===== src/rtl/fft_pkg.sv =====
// fft_pkg: shared FSM state type and size constants for the FFT stage sequencer.
package fft_pkg;

   typedef enum logic [1:0] {S_IDLE, S_READ, S_DRAIN, S_DONE} state_t;

   localparam int FFT_N        = 8;
   localparam int FFT_LOG2N    = $clog2(FFT_N);
   localparam int FFT_HALF_N   = FFT_N / 2;
   localparam int FFT_TW_WIDTH = FFT_LOG2N - 1;
   localparam int DRAIN_EXTRA  = 2;

   // Drain spans the butterfly pipe plus RAM read and feeder register stages.
   function automatic int drain_len(input int lat);
      return lat + DRAIN_EXTRA;
   endfunction

endpackage


===== src/rtl/addr_delay_line.sv =====
// addr_delay_line: fixed-depth shift register, DEPTH=0 is a plain wire.
module addr_delay_line #(
   parameter int WIDTH = 1,
   parameter int DEPTH = 1
) (
   input  logic             clk,
   input  logic             rst,
   input  logic [WIDTH-1:0] d,
   output logic [WIDTH-1:0] q
);

   if (DEPTH == 0) begin : g_pass
      assign q = d;
   end else begin : g_sr
      logic [WIDTH-1:0] r_sr [DEPTH];
      always_ff @(posedge clk) begin
         if (rst) begin
            for (int i = 0; i < DEPTH; i++) r_sr[i] <= '0;
         end else begin
            r_sr[0] <= d;
            for (int i = 1; i < DEPTH; i++) r_sr[i] <= r_sr[i-1];
         end
      end
      assign q = r_sr[DEPTH-1];
   end

endmodule


===== src/rtl/fft_stage_sequencer.sv =====
// fft_stage_sequencer: drives RAM reads, feeder, twiddle ROM and write-back for an in-place DIT FFT.
module fft_stage_sequencer import fft_pkg::*; #(
   parameter int N_POINTS   = FFT_N,
   parameter int LOG2N      = $clog2(N_POINTS),
   parameter int BF_LATENCY = 2
) (
   input  logic             clk,
   input  logic             rst,
   input  logic             start,
   output logic             busy,
   output logic             done,
   output logic             rd_en,
   output logic [LOG2N-1:0] rd_addr,
   output logic             feed_en,
   output logic             feed_sel,
   output logic [LOG2N-2:0] tw_addr,
   output logic [LOG2N-1:0] stage,
   output logic             wr_en,
   output logic [LOG2N-1:0] wr_addr0,
   output logic [LOG2N-1:0] wr_addr1
);

   localparam int HALF_N = N_POINTS / 2;
   localparam int BW     = LOG2N - 1;
   localparam int TW     = LOG2N - 1;
   localparam int DL     = drain_len(BF_LATENCY);
   localparam int CW     = $clog2(DL);

   function automatic logic [LOG2N-1:0] addr0(input logic [BW-1:0] bi, input logic [LOG2N-1:0] s);
      logic [LOG2N-1:0] bb;
      logic [LOG2N-1:0] m;
      bb = {1'b0, bi};
      m  = (LOG2N'(1) << s) - LOG2N'(1);
      return ((bb >> s) << (s + LOG2N'(1))) | (bb & m);
   endfunction

   function automatic logic [TW-1:0] twk(input logic [BW-1:0] bi, input logic [LOG2N-1:0] s);
      logic [LOG2N-1:0] j;
      j = {1'b0, bi} & ((LOG2N'(1) << s) - LOG2N'(1));
      return TW'(j << (LOG2N'(LOG2N-1) - s));
   endfunction

   state_t           r_state;
   logic [BW-1:0]    r_b;
   logic             r_phase;
   logic [LOG2N-1:0] r_stage;
   logic [CW-1:0]    r_cnt;
   logic             r_busy;
   logic             r_done;
   logic             r_rd_en;
   logic [LOG2N-1:0] r_rd_addr;
   logic             r_wr_en;
   logic [LOG2N-1:0] r_wa0;
   logic [LOG2N-1:0] r_wa1;
   logic [TW-1:0]    r_tw;

   logic [LOG2N-1:0] w_a0;
   logic [LOG2N-1:0] w_a1;
   logic [TW-1:0]    w_k;
   logic             w_inj;
   logic             w_wv;
   logic [LOG2N-1:0] w_wa0;
   logic [LOG2N-1:0] w_wa1;
   logic             w_kv;
   logic [TW-1:0]    w_kq;

   assign w_a0  = addr0(r_b, r_stage);
   assign w_a1  = w_a0 + (LOG2N'(1) << r_stage);
   assign w_k   = twk(r_b, r_stage);
   assign w_inj = r_rd_en & ~r_phase;

   always_ff @(posedge clk) begin
      if (rst) begin
         r_state   <= S_IDLE;
         r_b       <= '0;
         r_phase   <= 1'b0;
         r_stage   <= '0;
         r_cnt     <= '0;
         r_busy    <= 1'b0;
         r_done    <= 1'b0;
         r_rd_en   <= 1'b0;
         r_rd_addr <= '0;
      end else begin
         case (r_state)
            S_IDLE: if (start) begin
               r_state   <= S_READ;
               r_stage   <= '0;
               r_b       <= '0;
               r_phase   <= 1'b0;
               r_busy    <= 1'b1;
               r_rd_en   <= 1'b1;
               r_rd_addr <= '0;
            end
            S_READ: begin
               r_phase <= ~r_phase;
               if (!r_phase) begin
                  r_rd_addr <= w_a1;
               end else if (r_b == BW'(HALF_N-1)) begin
                  r_state <= S_DRAIN;
                  r_rd_en <= 1'b0;
                  r_cnt   <= '0;
               end else begin
                  r_b       <= r_b + BW'(1);
                  r_rd_addr <= addr0(r_b + BW'(1), r_stage);
               end
            end
            S_DRAIN: begin
               r_cnt <= r_cnt + CW'(1);
               if (r_cnt == CW'(DL-1)) begin
                  if (r_stage == LOG2N'(LOG2N-1)) begin
                     r_state <= S_DONE;
                     r_busy  <= 1'b0;
                     r_done  <= 1'b1;
                  end else begin
                     r_state   <= S_READ;
                     r_stage   <= r_stage + LOG2N'(1);
                     r_b       <= '0;
                     r_rd_en   <= 1'b1;
                     r_rd_addr <= '0;
                  end
               end
            end
            S_DONE: begin
               r_state <= S_IDLE;
               r_done  <= 1'b0;
            end
            default: r_state <= S_IDLE;
         endcase
      end
   end

   // Pair addresses enter on the x0 read; the output register adds the final cycle.
   addr_delay_line #(.WIDTH(1 + 2*LOG2N), .DEPTH(BF_LATENCY + 1)) u_wr_dly (
      .clk (clk),
      .rst (rst),
      .d   ({w_inj, w_a0, w_a1}),
      .q   ({w_wv, w_wa0, w_wa1})
   );

   addr_delay_line #(.WIDTH(2), .DEPTH(1)) u_feed_dly (
      .clk (clk),
      .rst (rst),
      .d   ({r_rd_en, r_phase}),
      .q   ({feed_en, feed_sel})
   );

   addr_delay_line #(.WIDTH(1 + TW), .DEPTH(1)) u_tw_dly (
      .clk (clk),
      .rst (rst),
      .d   ({w_inj, w_k}),
      .q   ({w_kv, w_kq})
   );

   always_ff @(posedge clk) begin
      if (rst) begin
         r_wr_en <= 1'b0;
         r_wa0   <= '0;
         r_wa1   <= '0;
         r_tw    <= '0;
      end else begin
         r_wr_en <= w_wv;
         if (w_wv) begin
            r_wa0 <= w_wa0;
            r_wa1 <= w_wa1;
         end
         if (w_kv) r_tw <= w_kq;
      end
   end

   assign busy     = r_busy;
   assign done     = r_done;
   assign rd_en    = r_rd_en;
   assign rd_addr  = r_rd_addr;
   assign stage    = r_stage;
   assign tw_addr  = r_tw;
   assign wr_en    = r_wr_en;
   assign wr_addr0 = r_wa0;
   assign wr_addr1 = r_wa1;

endmodule


===== config.mk =====
export PLATFORM = sky130hd
export DESIGN_NAME = fft_stage_sequencer
export DESIGN_NICKNAME = d
export VERILOG_FILES = /design/src/rtl/fft_pkg.sv /design/src/rtl/addr_delay_line.sv /design/src/rtl/fft_stage_sequencer.sv
export SDC_FILE = /design/constraint.sdc
export NUM_CORES = 1
export LEC_CHECK = 0
export BUFFER_PORTS_ARGS = -buffer_cell sky130_fd_sc_hd__buf_2
export CAP_MARGIN = 10
export CORE_MARGIN = 3
export CORE_UTILIZATION = 25
export CTS_BUF_LIST = sky130_fd_sc_hd__clkbuf_4
export CTS_CLUSTER_SIZE = 24
export DETAILED_ROUTE_END_ITERATION = 8
export PLACE_DENSITY = 0.43
export SLEW_MARGIN = 20
export SYNTH_ARGS = -nofsm -noshare
export SYNTH_HDL_FRONTEND = slang
export SYNTH_SLANG_ARGS = --single-unit

===== constraint.sdc =====
create_clock -name clk -period 7.3 [get_ports clk]
set_input_delay 0.365 -clock clk [delete_from_list [all_inputs] [get_ports clk]]
set_output_delay 0.365 -clock clk [all_outputs]
set_load 0.02 [all_outputs]

==> flow_summary.ini <==
[run_status]
status = finished, final reports clean

[floorplanning]
num_io_pins = 23
dieArea_sq_um = 9208
start_util_pct = 25.91
chipWidth_um = 95.96
coreArea_sq_um = 7807
num_rows = 32
dieHeight_um = 95.96

[layout]
drive_gt1_share_pct = 16.29
fillers = 846
seqCellArea_sq_um = 1001
fin_nets = 231
antennaDiodeCount = 0
multi_input_area_sq_um = 953.4
syn2layout_area_growth_pct = 12.37

[synth]
syn_inst = 201
yosysTopAreaCell = dfxtp_1
yosysWarnings = 0
avgSynthCellArea_sq_um = 10.07
yosysSeqAreaShare_pct = 49.47
synth_cell_types = 40
syn_area_sq_um = 2023
syn_nets = 212
synth.top_cell.area_share_pct = 49.47
yosys-top-cells-area = dfxtp_1 (49%), nor2b_1 (7.7%), mux2i_1 (5.9%)
ys_seq_elements = 50

[setup_path]
cp_max_fo = 10
start_kind = flip-flop
critPathKind = flip-flop to flip-flop
cp_data_arrival_time_ps = 3010
crit_start = stage[0]
regToRegStartpoint = stage[0]
crit_required_ps = 7570
end_kind = flip-flop

[sta]
postLayoutSetupSlackWorst_ps = 4558
setup_violations = 0
relSlewSlack_pct = 48.46
hold_violations = 0
report.final.slew_viol_count = 0
timing.fmax_mhz = 364.7
fin_crit_sh_pct = 37.57
setup_tns_ps = 0
rsz0062_at_grt = no
skew_ps = 16.44
max_slew.worst_pin.slew_ps = 773.2
min_period_ps = 2742

[clocking]
insertion_delay_ps = 370
cts_hold_buf = 0
htree_levels = 2
cts_setup_buffers = 0
cts_buffer_depth = 2
cts.sinks = 50
post_cts_resized = 0
cts_tree = yes
clk_pin_slew_ps = 160
cts_buffers = 5
cts_root_buffer = clkbuf_4

[placement]
gp_congestion = 0.7768
port_buffers = 22
dp_slack_ps = 4609
place_hpwl_mm = 2.784

[route]
drt_first_pass_iters = 4
finalWirelength_mm = 4.008
vias = 1416
drc = 0
via_per_inst = 4.384
drt-initial-drc-count = 54
ant_nets = 0
post_drt_wl_per_cell_um = 12.41

[global_route]
grt_max_degree = 43
grt.overflow.total = 0
gr-usage-all-layers_pct = 9.509
antenna_found_initial = 0
grt_first_pass_wirelength_mm = 6.748
grt_pass1_vias = 1324

[pwr]
power_density_nw_per_um2 = 197.9
vdd_ir_drop_max_v = 0.00005985
power.leakage_nw = 0.8945

[hold_path]
hold_start = start
hp-class = input pin to flip-flop

[run]
maxCapViolCount = 0
==> power breakdown <==
part	switching (W)	internal, W	total, W
clock network	0.0000956	0.0000414	0.000137
registers	0.00000608	0.000279	0.000285
logic	0.0000170	0.0000108	0.0000277
==> layer usage <==
| layer | wire length, um | share of wire [%] | GRT usage [%] | vias up |
|---|---|---|---|---|
| met1 | 2090 | 52 | 13.10 | 657 |
| met3 | 147 | 3.7 | 2.424 | 4 |
| met2 | 1733 | 43 | 14.59 | 27 |
| li1 | - | - | - | 728 |
| met5 | 0 | 0 | 0 | - |
| met4 | 36 | 0.90 | 2.844 | 0 |
==> final timing paths <==
path	cells past startpoint	slack, ps	to
hold / removal	3	390	r_phase
hold reg to reg	1	440	u_wr_dly.g_sr.r_sr[0][15]
setup / recovery	9	4560	rd_addr[2]
setup reg to reg	9	4560	rd_addr[2]
==> cell type report <==
| class | count | share of cell area (%) |
|---|---|---|
| clock buffer | 5 | 1.651 |
| clock inverter | 3 | 1.266 |
| inverter | 4 | 0.6604 |
| multi-input combinational | 137 | 41.94 |
| sequential | 50 | 44.03 |
| tap | 102 | 5.614 |
| timing repair buffer | 22 | 4.843 |
==> layout by cell type (no fill, tap or decap), types with 2 or more instances in the layout <==
master | synthesis | layout
inv_1 | 4 | 4
dfxtp_1 | 50 | 50
a211oi_1 | 3 | 3
ha_1 | 7 | 7
nand3_1 | 9 | 9
mux2i_1 | 12 | 12
clkbuf_4 | 0 | 5
a21oi_1 | 6 | 6
a31oi_1 | 2 | 2
nand2b_1 | 6 | 6
nor2_1 | 18 | 18
o211ai_1 | 2 | 2
nor2b_1 | 25 | 25
xnor2_1 | 5 | 5
nor3_1 | 5 | 5
clkinv_4 | 0 | 2
and2_1 | 2 | 2
nand2_1 | 9 | 9
o21ai_1 | 4 | 4
a32o_1 | 3 | 3
buf_2 | 4 | 22
o21ai_0 | 2 | 2
==> per-stage QoR <==
| stage | area, sq um | hold WS, ps | instances | utilization (%) | power [W] |
|---|---|---|---|---|---|
| after detailed placement | 2207 | 423.3 | 315 | 28.27 | 0.0003195 |
| final | 2273 | 387.5 | 323 | 29.12 | 0.0004499 |
| after global placement | 2207 | 417.9 | 315 | 28.27 | 0.0003199 |
| after CTS | 2273 | 371.9 | 323 | 29.12 | 0.0004595 |
| after global routing | 2273 | 382.8 | 323 | 29.12 | 0.0004762 |
| after floorplan | 2023 | 413.8 | 201 | - | 0.0003112 |
==> synth_stat cells (all sizes together) <==
master and count:
mux2 1, nor4bb 1, mux2i 12, a2111oi 1
nand2 9, a32o 3, clkbuf 4, a32oi 1
and2 2, a211oi 3, dfxtp 50, nand2b 6
inv 4, nor4 1, nand3 9, xnor2 5
nor4b 1, and2b 2, buf 6, o32ai 1
o31ai 1, nor3 5, a311oi 1, o21ba 1
ha 7, o21ai 6, and4 1, o211ai 2
nor2b 25, nor3b 1, a31oi 2, nor2 19
fa 1, a21oi 6, o221ai 1
==> critical path, cell delays in order, from the launching register on <==
cell	delay [ps]
dfxtp_1	570
inv_1	170
ha_1	450
nor4_4	80
a32o_1	300
ha_1	200
fa_1	380
xnor2_1	210
xnor2_1	160
o221ai_1	120
==> registers in the layout, indices dropped and copies added, names as in the netlist, 2 cells and up <==
| signal | flops |
|---|---|
| r_cnt | 2 |
| r_b | 2 |
| rd_addr | 3 |
| r_state | 2 |
| u_feed_dly.g_sr.r_sr | 2 |
| u_wr_dly.g_sr.r_sr | 21 |
| wr_addr0 | 3 |
| stage | 3 |
| wr_addr1 | 3 |
| tw_addr | 2 |
| u_tw_dly.g_sr.r_sr | 2 |
==> cells by family (layout without fill, tap and decap cells) <==
kind of cell	count (synthesis)	in the layout	synth area share, %
xor+xnor	5	5	2.164
fa+ha+maj	8	8	5.318
buf+inv	14	34	3.401
simple gates	82	82	22.82
flops	50	50	49.47
mux	13	13	6.494
compound gates	29	29	10.33
Power figures use the tool's default switching activity.
